<file path="src/rtl/c2sif_pkg.sv">
// c2sif shared definitions: function codes, ret codes, master FSM states, default widths.
// Latency: n/a (package only).
// Backpressure: n/a (package only).
package c2sif_pkg;

  localparam int ID_W_DEF        = 8;
  localparam int FN_W_DEF        = 4;
  localparam int DATA_W_DEF      = 32;
  localparam int RET_W_DEF       = 8;
  localparam int TIMEOUT_CYC_DEF = 1024;

  localparam logic [FN_W_DEF-1:0]  FN_WRITE    = '0;
  localparam logic [FN_W_DEF-1:0]  FN_READ     = FN_W_DEF'(1);

  localparam logic [RET_W_DEF-1:0] RET_OK      = '0;
  localparam logic [RET_W_DEF-1:0] RET_TIMEOUT = '1;

  typedef enum logic [1:0] {
    IDLE = 2'd0,
    REQ  = 2'd1,
    REL  = 2'd2,
    RESP = 2'd3
  } c2sif_mst_state_e;

endpackage

</file>
<file path="src/rtl/c2sif_sync2.sv">
// Two-flop synchronizer bringing the asynchronous c2sif ack into the clk domain.
// Latency: 2 clk cycles from d change to q change.
// Backpressure: none; free-running.
//
// Ports: clk - sampling clock; rst - async active-low reset (q clears to 0);
//        d - asynchronous input; q - synchronized output.
module c2sif_sync2 (
  input  logic clk,
  input  logic rst,
  input  logic d,
  output logic q
);

  logic meta;

  always_ff @(posedge clk or negedge rst) begin
    if (!rst) begin
      meta <= 1'b0;
      q    <= 1'b0;
    end else begin
      meta <= d;
      q    <= meta;
    end
  end

endmodule

</file>
<file path="src/rtl/c2sif_master.sv">
// c2sif request master: takes one host command, runs the four-phase req/ack handshake, returns ret/rdata.
// Latency: accept -> req in 1 cycle; ack_s rise -> req fall in 1 cycle; zero-delay driver gives rsp_valid 7 cycles after accept.
// Backpressure: cmd_ready only in IDLE (one outstanding transaction); response held until rsp_ready.
//
// Build option: define C2SIF_TIMEOUT_EN to enable the REQ/REL watchdog (TIMEOUT_CYC cycles,
// ends the transaction with RET_TIMEOUT and rsp_data=0). Without it REQ/REL wait indefinitely.
//
// Ports:
//   clk, rst                       clock, async active-low reset
//   cmd_valid/cmd_ready            host command handshake; cmd_id/cmd_fn/cmd_data payload
//   req, id, fn, data              c2sif bus toward drivers (id/fn/data held from accept through REL)
//   ack, ret, rdata                c2sif reply from the addressed driver (ack asynchronous)
//   rsp_valid/rsp_ready            response handshake; rsp_ret/rsp_data payload
module c2sif_master
  import c2sif_pkg::*;
#(
  parameter int ID_W        = ID_W_DEF,
  parameter int FN_W        = FN_W_DEF,
  parameter int DATA_W      = DATA_W_DEF,
  parameter int RET_W       = RET_W_DEF,
  parameter int TIMEOUT_CYC = TIMEOUT_CYC_DEF
) (
  input  logic              clk,
  input  logic              rst,
  input  logic              cmd_valid,
  output logic              cmd_ready,
  input  logic [ID_W-1:0]   cmd_id,
  input  logic [FN_W-1:0]   cmd_fn,
  input  logic [DATA_W-1:0] cmd_data,
  output logic              req,
  output logic [ID_W-1:0]   id,
  output logic [FN_W-1:0]   fn,
  output logic [DATA_W-1:0] data,
  input  logic              ack,
  input  logic [RET_W-1:0]  ret,
  input  logic [DATA_W-1:0] rdata,
  output logic              rsp_valid,
  input  logic              rsp_ready,
  output logic [RET_W-1:0]  rsp_ret,
  output logic [DATA_W-1:0] rsp_data
);

  c2sif_mst_state_e state_q, state_d;

  logic              ack_s;
  logic              ld_cmd;
  logic              cap_rsp;
  logic              set_to;
  logic              wd_expire;
  logic              req_d, req_q;
  logic              rsp_vld_d, rsp_vld_q;
  logic [ID_W-1:0]   id_q;
  logic [FN_W-1:0]   fn_q;
  logic [DATA_W-1:0] data_q;
  logic [RET_W-1:0]  rsp_ret_q;
  logic [DATA_W-1:0] rsp_data_q;

  c2sif_sync2 u_ack_sync (
    .clk (clk),
    .rst (rst),
    .d   (ack),
    .q   (ack_s)
  );

  always_ff @(posedge clk or negedge rst) begin
    if (!rst) state_q <= IDLE;
    else      state_q <= state_d;
  end

  // req and rsp_valid are registered (next values computed here) so they are glitch-free
  // and rsp_valid never follows rsp_ready combinationally.
  always_comb begin
    state_d   = state_q;
    cmd_ready = 1'b0;
    ld_cmd    = 1'b0;
    cap_rsp   = 1'b0;
    set_to    = 1'b0;
    req_d     = req_q;
    rsp_vld_d = rsp_vld_q;
    case (state_q)
      IDLE: begin
        cmd_ready = 1'b1;
        if (cmd_valid) begin
          ld_cmd  = 1'b1;
          req_d   = 1'b1;
          state_d = REQ;
        end
      end
      REQ: begin
        // A real ack wins over a watchdog expiry landing in the same cycle.
        if (ack_s) begin
          cap_rsp = 1'b1;
          req_d   = 1'b0;
          state_d = REL;
        end else if (wd_expire) begin
          set_to    = 1'b1;
          req_d     = 1'b0;
          rsp_vld_d = 1'b1;
          state_d   = RESP;
        end
      end
      REL: begin
        if (!ack_s) begin
          rsp_vld_d = 1'b1;
          state_d   = RESP;
        end else if (wd_expire) begin
          // ack stuck high: the driver's captured reply is not trusted.
          set_to    = 1'b1;
          rsp_vld_d = 1'b1;
          state_d   = RESP;
        end
      end
      RESP: begin
        if (rsp_ready) begin
          rsp_vld_d = 1'b0;
          state_d   = IDLE;
        end
      end
      default: begin
        req_d     = 1'b0;
        rsp_vld_d = 1'b0;
        state_d   = IDLE;
      end
    endcase
  end

  always_ff @(posedge clk or negedge rst) begin
    if (!rst) begin
      req_q      <= 1'b0;
      rsp_vld_q  <= 1'b0;
      id_q       <= '0;
      fn_q       <= '0;
      data_q     <= '0;
      rsp_ret_q  <= '0;
      rsp_data_q <= '0;
    end else begin
      req_q     <= req_d;
      rsp_vld_q <= rsp_vld_d;
      if (ld_cmd) begin
        id_q   <= cmd_id;
        fn_q   <= cmd_fn;
        data_q <= cmd_data;
      end
      if (cap_rsp) begin
        rsp_ret_q  <= ret;
        rsp_data_q <= rdata;
      end else if (set_to) begin
        rsp_ret_q  <= '1;  // RET_TIMEOUT, sized to RET_W
        rsp_data_q <= '0;
      end
    end
  end

`ifdef C2SIF_TIMEOUT_EN
  localparam int CNT_W = (TIMEOUT_CYC > 1) ? $clog2(TIMEOUT_CYC) : 1;

  logic [CNT_W-1:0] wd_cnt;

  assign wd_expire = (wd_cnt == CNT_W'(TIMEOUT_CYC - 1));

  // Restarts on every state change, so REQ and REL each get a full TIMEOUT_CYC budget.
  always_ff @(posedge clk or negedge rst) begin
    if (!rst) begin
      wd_cnt <= '0;
    end else if ((state_d != state_q) || !((state_q == REQ) || (state_q == REL))) begin
      wd_cnt <= '0;
    end else begin
      wd_cnt <= wd_cnt + CNT_W'(1);
    end
  end
`else
  assign wd_expire = 1'b0;
`endif

  assign req       = req_q;
  assign id        = id_q;
  assign fn        = fn_q;
  assign data      = data_q;
  assign rsp_valid = rsp_vld_q;
  assign rsp_ret   = rsp_ret_q;
  assign rsp_data  = rsp_data_q;

endmodule

</file>
<file path="config.mk">
export PLATFORM = sky130hd
export DESIGN_NAME = c2sif_master
export DESIGN_NICKNAME = d
export VERILOG_FILES = /design/src/rtl/c2sif_pkg.sv /design/src/rtl/c2sif_sync2.sv /design/src/rtl/c2sif_master.sv
export SDC_FILE = /design/constraint.sdc
export NUM_CORES = 1
export LEC_CHECK = 0
export ABC_AREA = 1
export CAP_MARGIN = 20
export CORE_MARGIN = 4
export CORE_UTILIZATION = 42
export DETAILED_ROUTE_END_ITERATION = 10
export GPL_TIMING_DRIVEN = 1
export PLACE_DENSITY_LB_ADDON = 0.25
export SKIP_LAST_GASP = 1
export SLEW_MARGIN = 20
export SYNTH_ARGS = -nofsm -noshare
export SYNTH_HDL_FRONTEND = slang
export SYNTH_SLANG_ARGS = --single-unit
export TNS_END_PERCENT = 30
</file>
<file path="constraint.sdc">
create_clock -name clk -period 1.5 [get_ports clk]
set_clock_uncertainty 0.1 [all_clocks]
set_input_delay 0.3 -clock clk [delete_from_list [all_inputs] [get_ports clk]]
set_output_delay 0.3 -clock clk [all_outputs]
set_load 0.02 [all_outputs]
</file>
==> metrics.md <==
| Metric | Value |
|---|---|
| Run status | `finished with violations` |
| Violated checks | `setup timing` |
| Number of DRC markers in iteration 0 | `103` |
| Setup repair after global routing missed its margin | `true` |
| All-Layer GR Usage | `18.6%` |
| Fill count | `780` |
| Fmax | `0.583 GHz` |
| Sw frac | `41.8%` |
| Setup Total Neg Slack | `-5.85 ns` |
| Total wire length | `10,300 um` |
| Critical-path cell with the highest stage delay | `clkdlybuf4s50_1` |
| Most common library cell in the layout ignoring fill and taps | `nand2_1` |
| Final setup violation count | `29` |
| Relative contribution of sequential cells to total power | `33.7%` |
| Final Instance Area | `6110 um2` |
| Fraction of final layout cells sized beyond drive strength 1 | `14.9%` |
| Number of nets at the end of the flow | `686` |
| Proportion of power drawn by combinational gates | `52.1%` |
| Largest stage delay on the critical path | `0.61 ns` |
| Ranking of synthesized cells by area | `dfrtp_1 (57%), nand2_1 (17%), nand3_2 (10%), nand3_1 (5.9%), buf_2 (2.3%)` |
| Congestion Overflow GR | `0` |
| Count of buffer and inverter cells on the critical path | `1` |
| Class of the worst hold path | `in2async` |
| Clk network pwr share | `14.3%` |
| CTS Buffer Depth | `2` |
| List of cells traversed by the critical path | `clkdlybuf4s50_1` |
| Net count after synthesis | `507` |
| Sequential area share after synthesis | `56.8%` |
| Synthesis warning total | `0` |
| CTS Root Cell | `clkbuf_8` |
| Required time of the critical path | `1.10 ns` |
| Maximum number of pins on one net before global-route repair | `46` |
| Effective utilization at floorplan | `43.1%` |
| Average wire length per cell after detail routing | `14.6 um` |
| Standard cell area after detailed placement | `5830 um2` |
| Slew @ Worst Pin | `0.354 ns` |
| Total power divided by cell area | `2040 nW/um2` |
| Max Fanout on Critical Path | `2` |
| Endpoint type of the worst setup path | `primary output` |
| Num ports | `176` |
| Number of stages on the worst setup path | `1` |
| Synth-to-Final Area Change | `54.1%` |
| Worst-Skew Late Latency | `0.34 ns` |
| Final weighted congestion in routability-driven placement | `0.773` |
| Vias | `3,430` |
| Power, Total | `12.5 mW` |
| Worst-case setup margin in the final layout | `-0.216 ns` |
| Initial antenna violation count | `0` |
| Die width | `105 um` |
| Commonest cells after routing, fill and taps aside | `nand2_1 (184), clkdlybuf4s50_1 (115), dfrtp_1 (90)` |
| Leak Pwr | `3.17 nW` |
| Die H | `105 um` |
| Routed via count divided by cell count | `4.85` |
| Count of different cell masters after synthesis | `16` |
| CP Data Arrival Time | `1.32 ns` |
| Number of clock buffers inserted by TritonCTS | `9` |
| Count of mapped cells out of synthesis | `412` |
| First-pass GRT wire length | `16,800 um` |
| Core Region | `9200 um2` |
| Count of unresolved DRC violations after routing | `0` |
| Number of cell instances on the worst register-to-register path | `7` |
| Via count of the first global-routing pass | `3,554` |
| Sinks on Clock Net | `90` |
| Internal Dissipation | `7.24 mW` |
| Max-cap violation count | `0` |
| Switching power total | `5.21 mW` |
| Critical Setup Path Class | `reg2out` |
| Final-report hold violation count | `0` |
| Type of origin of the critical path | `flip-flop` |
| Mapped cell area | `3960 um2` |
| Number of diodes | `0` |
| Clock tree from TritonCTS | `yes` |
| Max_slew headroom | `76.4%` |
| Remaining antenna violation count after routing | `0` |
| Maximum vdd ir drop | `0.997 mV` |
| Standard-cell rows | `35` |
| Post-synthesis register bit count | `90` |
| Number of buffers added for setup after CTS | `0` |
| Area share of the largest cell type after synthesis | `56.8%` |
| Iteration count of the initial detailed-routing pass | `4` |
| Post-synth top area cell | `dfrtp_1` |
| Count of final max-slew check failures | `0` |
| Input/output buffers | `175` |
| Placed wire-length estimate after detailed placement | `7450 um` |
| Average cell area after synthesis | `9.62 um2` |
| Number of levels the H-tree was split into | `3` |
| Tcrit/Tclk final | `114%` |
| Clock transition at the register clock pins on the worst setup and hold paths after CTS | `0.09 ns` |
| Minimum period implied by the final worst setup slack | `1.72 ns` |
| Core utilization of the finished layout | `66.4%` |
| Cell class contributing the biggest share of worst-path delay | `buffers and inverters` |
| Die area | `11,100 um2` |
-- cell usage after synthesis --
library cell,number
inv_2,3
nand2_1,184
or2_2,1
dfrtp_1,90
nand2_4,2
nand3_2,40
ha_1,6
buf_4,5
buf_2,18
buf_12,4
o21ai_1,1
o21ai_0,3
o211ai_1,1
buf_6,1
inv_1,6
nand3_1,47
-- final timing paths --
path	startpoint	to	slack (ns)
worst min register to register	u_ack_sync.meta	u_ack_sync.q	0.26
min in group clk	u_ack_sync.meta	u_ack_sync.q	0.26
worst min-delay path	rst	data[30]	0.24
worst max register to register	state_q[1]	rsp_data[4]	0.03
max in group asynchronous	rst	rsp_data[22]	0.48
worst max-delay path	rsp_data[26]	rsp_data[26]	-0.22
-- metrics by stage --
step / std cells / hold WS [ns] / worst slack [ns]
final: 707 / 0.242 / -0.216
after global routing: 707 / 0.245 / -0.263
after CTS: 706 / 0.215 / -0.254
after detailed placement: 689 / 0.0427 / -0.188
after global placement: 689 / 0.0391 / -0.125
after floorplan: 412 / -0.0956 / 0.0310
-- kinds of logic after synthesis --
logic type      Yosys count  synth area share (%)
compound gates            5                 0.695
fa+ha+maj                 6                  1.89
buf+inv                  37                  6.38
flops                    90                  56.8
simple gates            274                  34.2
-- area by class of cell --
type / instances / area (um2) / area share (%)
multi-input combinational: 286 / 1500 / 24.6
timing repair buffer: 195 / 1960 / 32.1
clock inverter: 4 / 56.3 / 0.922
sequential: 90 / 2250 / 36.9
tap: 111 / 139 / 2.27
clock buffer: 12 / 165 / 2.70
inverter: 9 / 33.8 / 0.553
-- power by group through the flow --
| stage | combinational [mW] | sequential (mW) | clock, mW |
|---|---|---|---|
| detailed placement | 6.81 | 4.25 | 0 |
| floorplan | 2.35 | 5.58 | 0 |
| finish | 6.48 | 4.19 | 1.78 |
| CTS | 6.40 | 4.20 | 1.83 |
| global route | 7.06 | 4.34 | 1.92 |
| global placement | 6.67 | 4.22 | 0 |
-- registers in the layout, indices dropped and copies added, names as in the netlist --
| register | flops |
|---|---|
| rsp_valid | 1 |
| rsp_ret | 8 |
| id | 8 |
| fn | 4 |
| state_q | 2 |
| u_ack_sync.meta | 1 |
| rsp_data | 32 |
| req | 1 |
| data | 32 |
| u_ack_sync.q | 1 |
-- per-layer routing --
| metal | GRT usage [%] | vias up | wire length (um) |
|---|---|---|---|
| li1 | - | 1668 | - |
| met1 | 24.5 | 1619 | 4400 |
| met2 | 30.1 | 131 | 5010 |
| met3 | 4.94 | 12 | 765 |
| met4 | 5.53 | 0 | 113 |
| met5 | 0 | - | 0 |
-- timing repair --
item	4_1_cts	5_1_grt
setup endpoints to repair	150	152
hold buffers	1	0
pin swaps	0	2
endpoints found under the hold margin	81	0
gates cloned	0	1
resized for setup	45	30
Power figures use the tool's default switching activity.
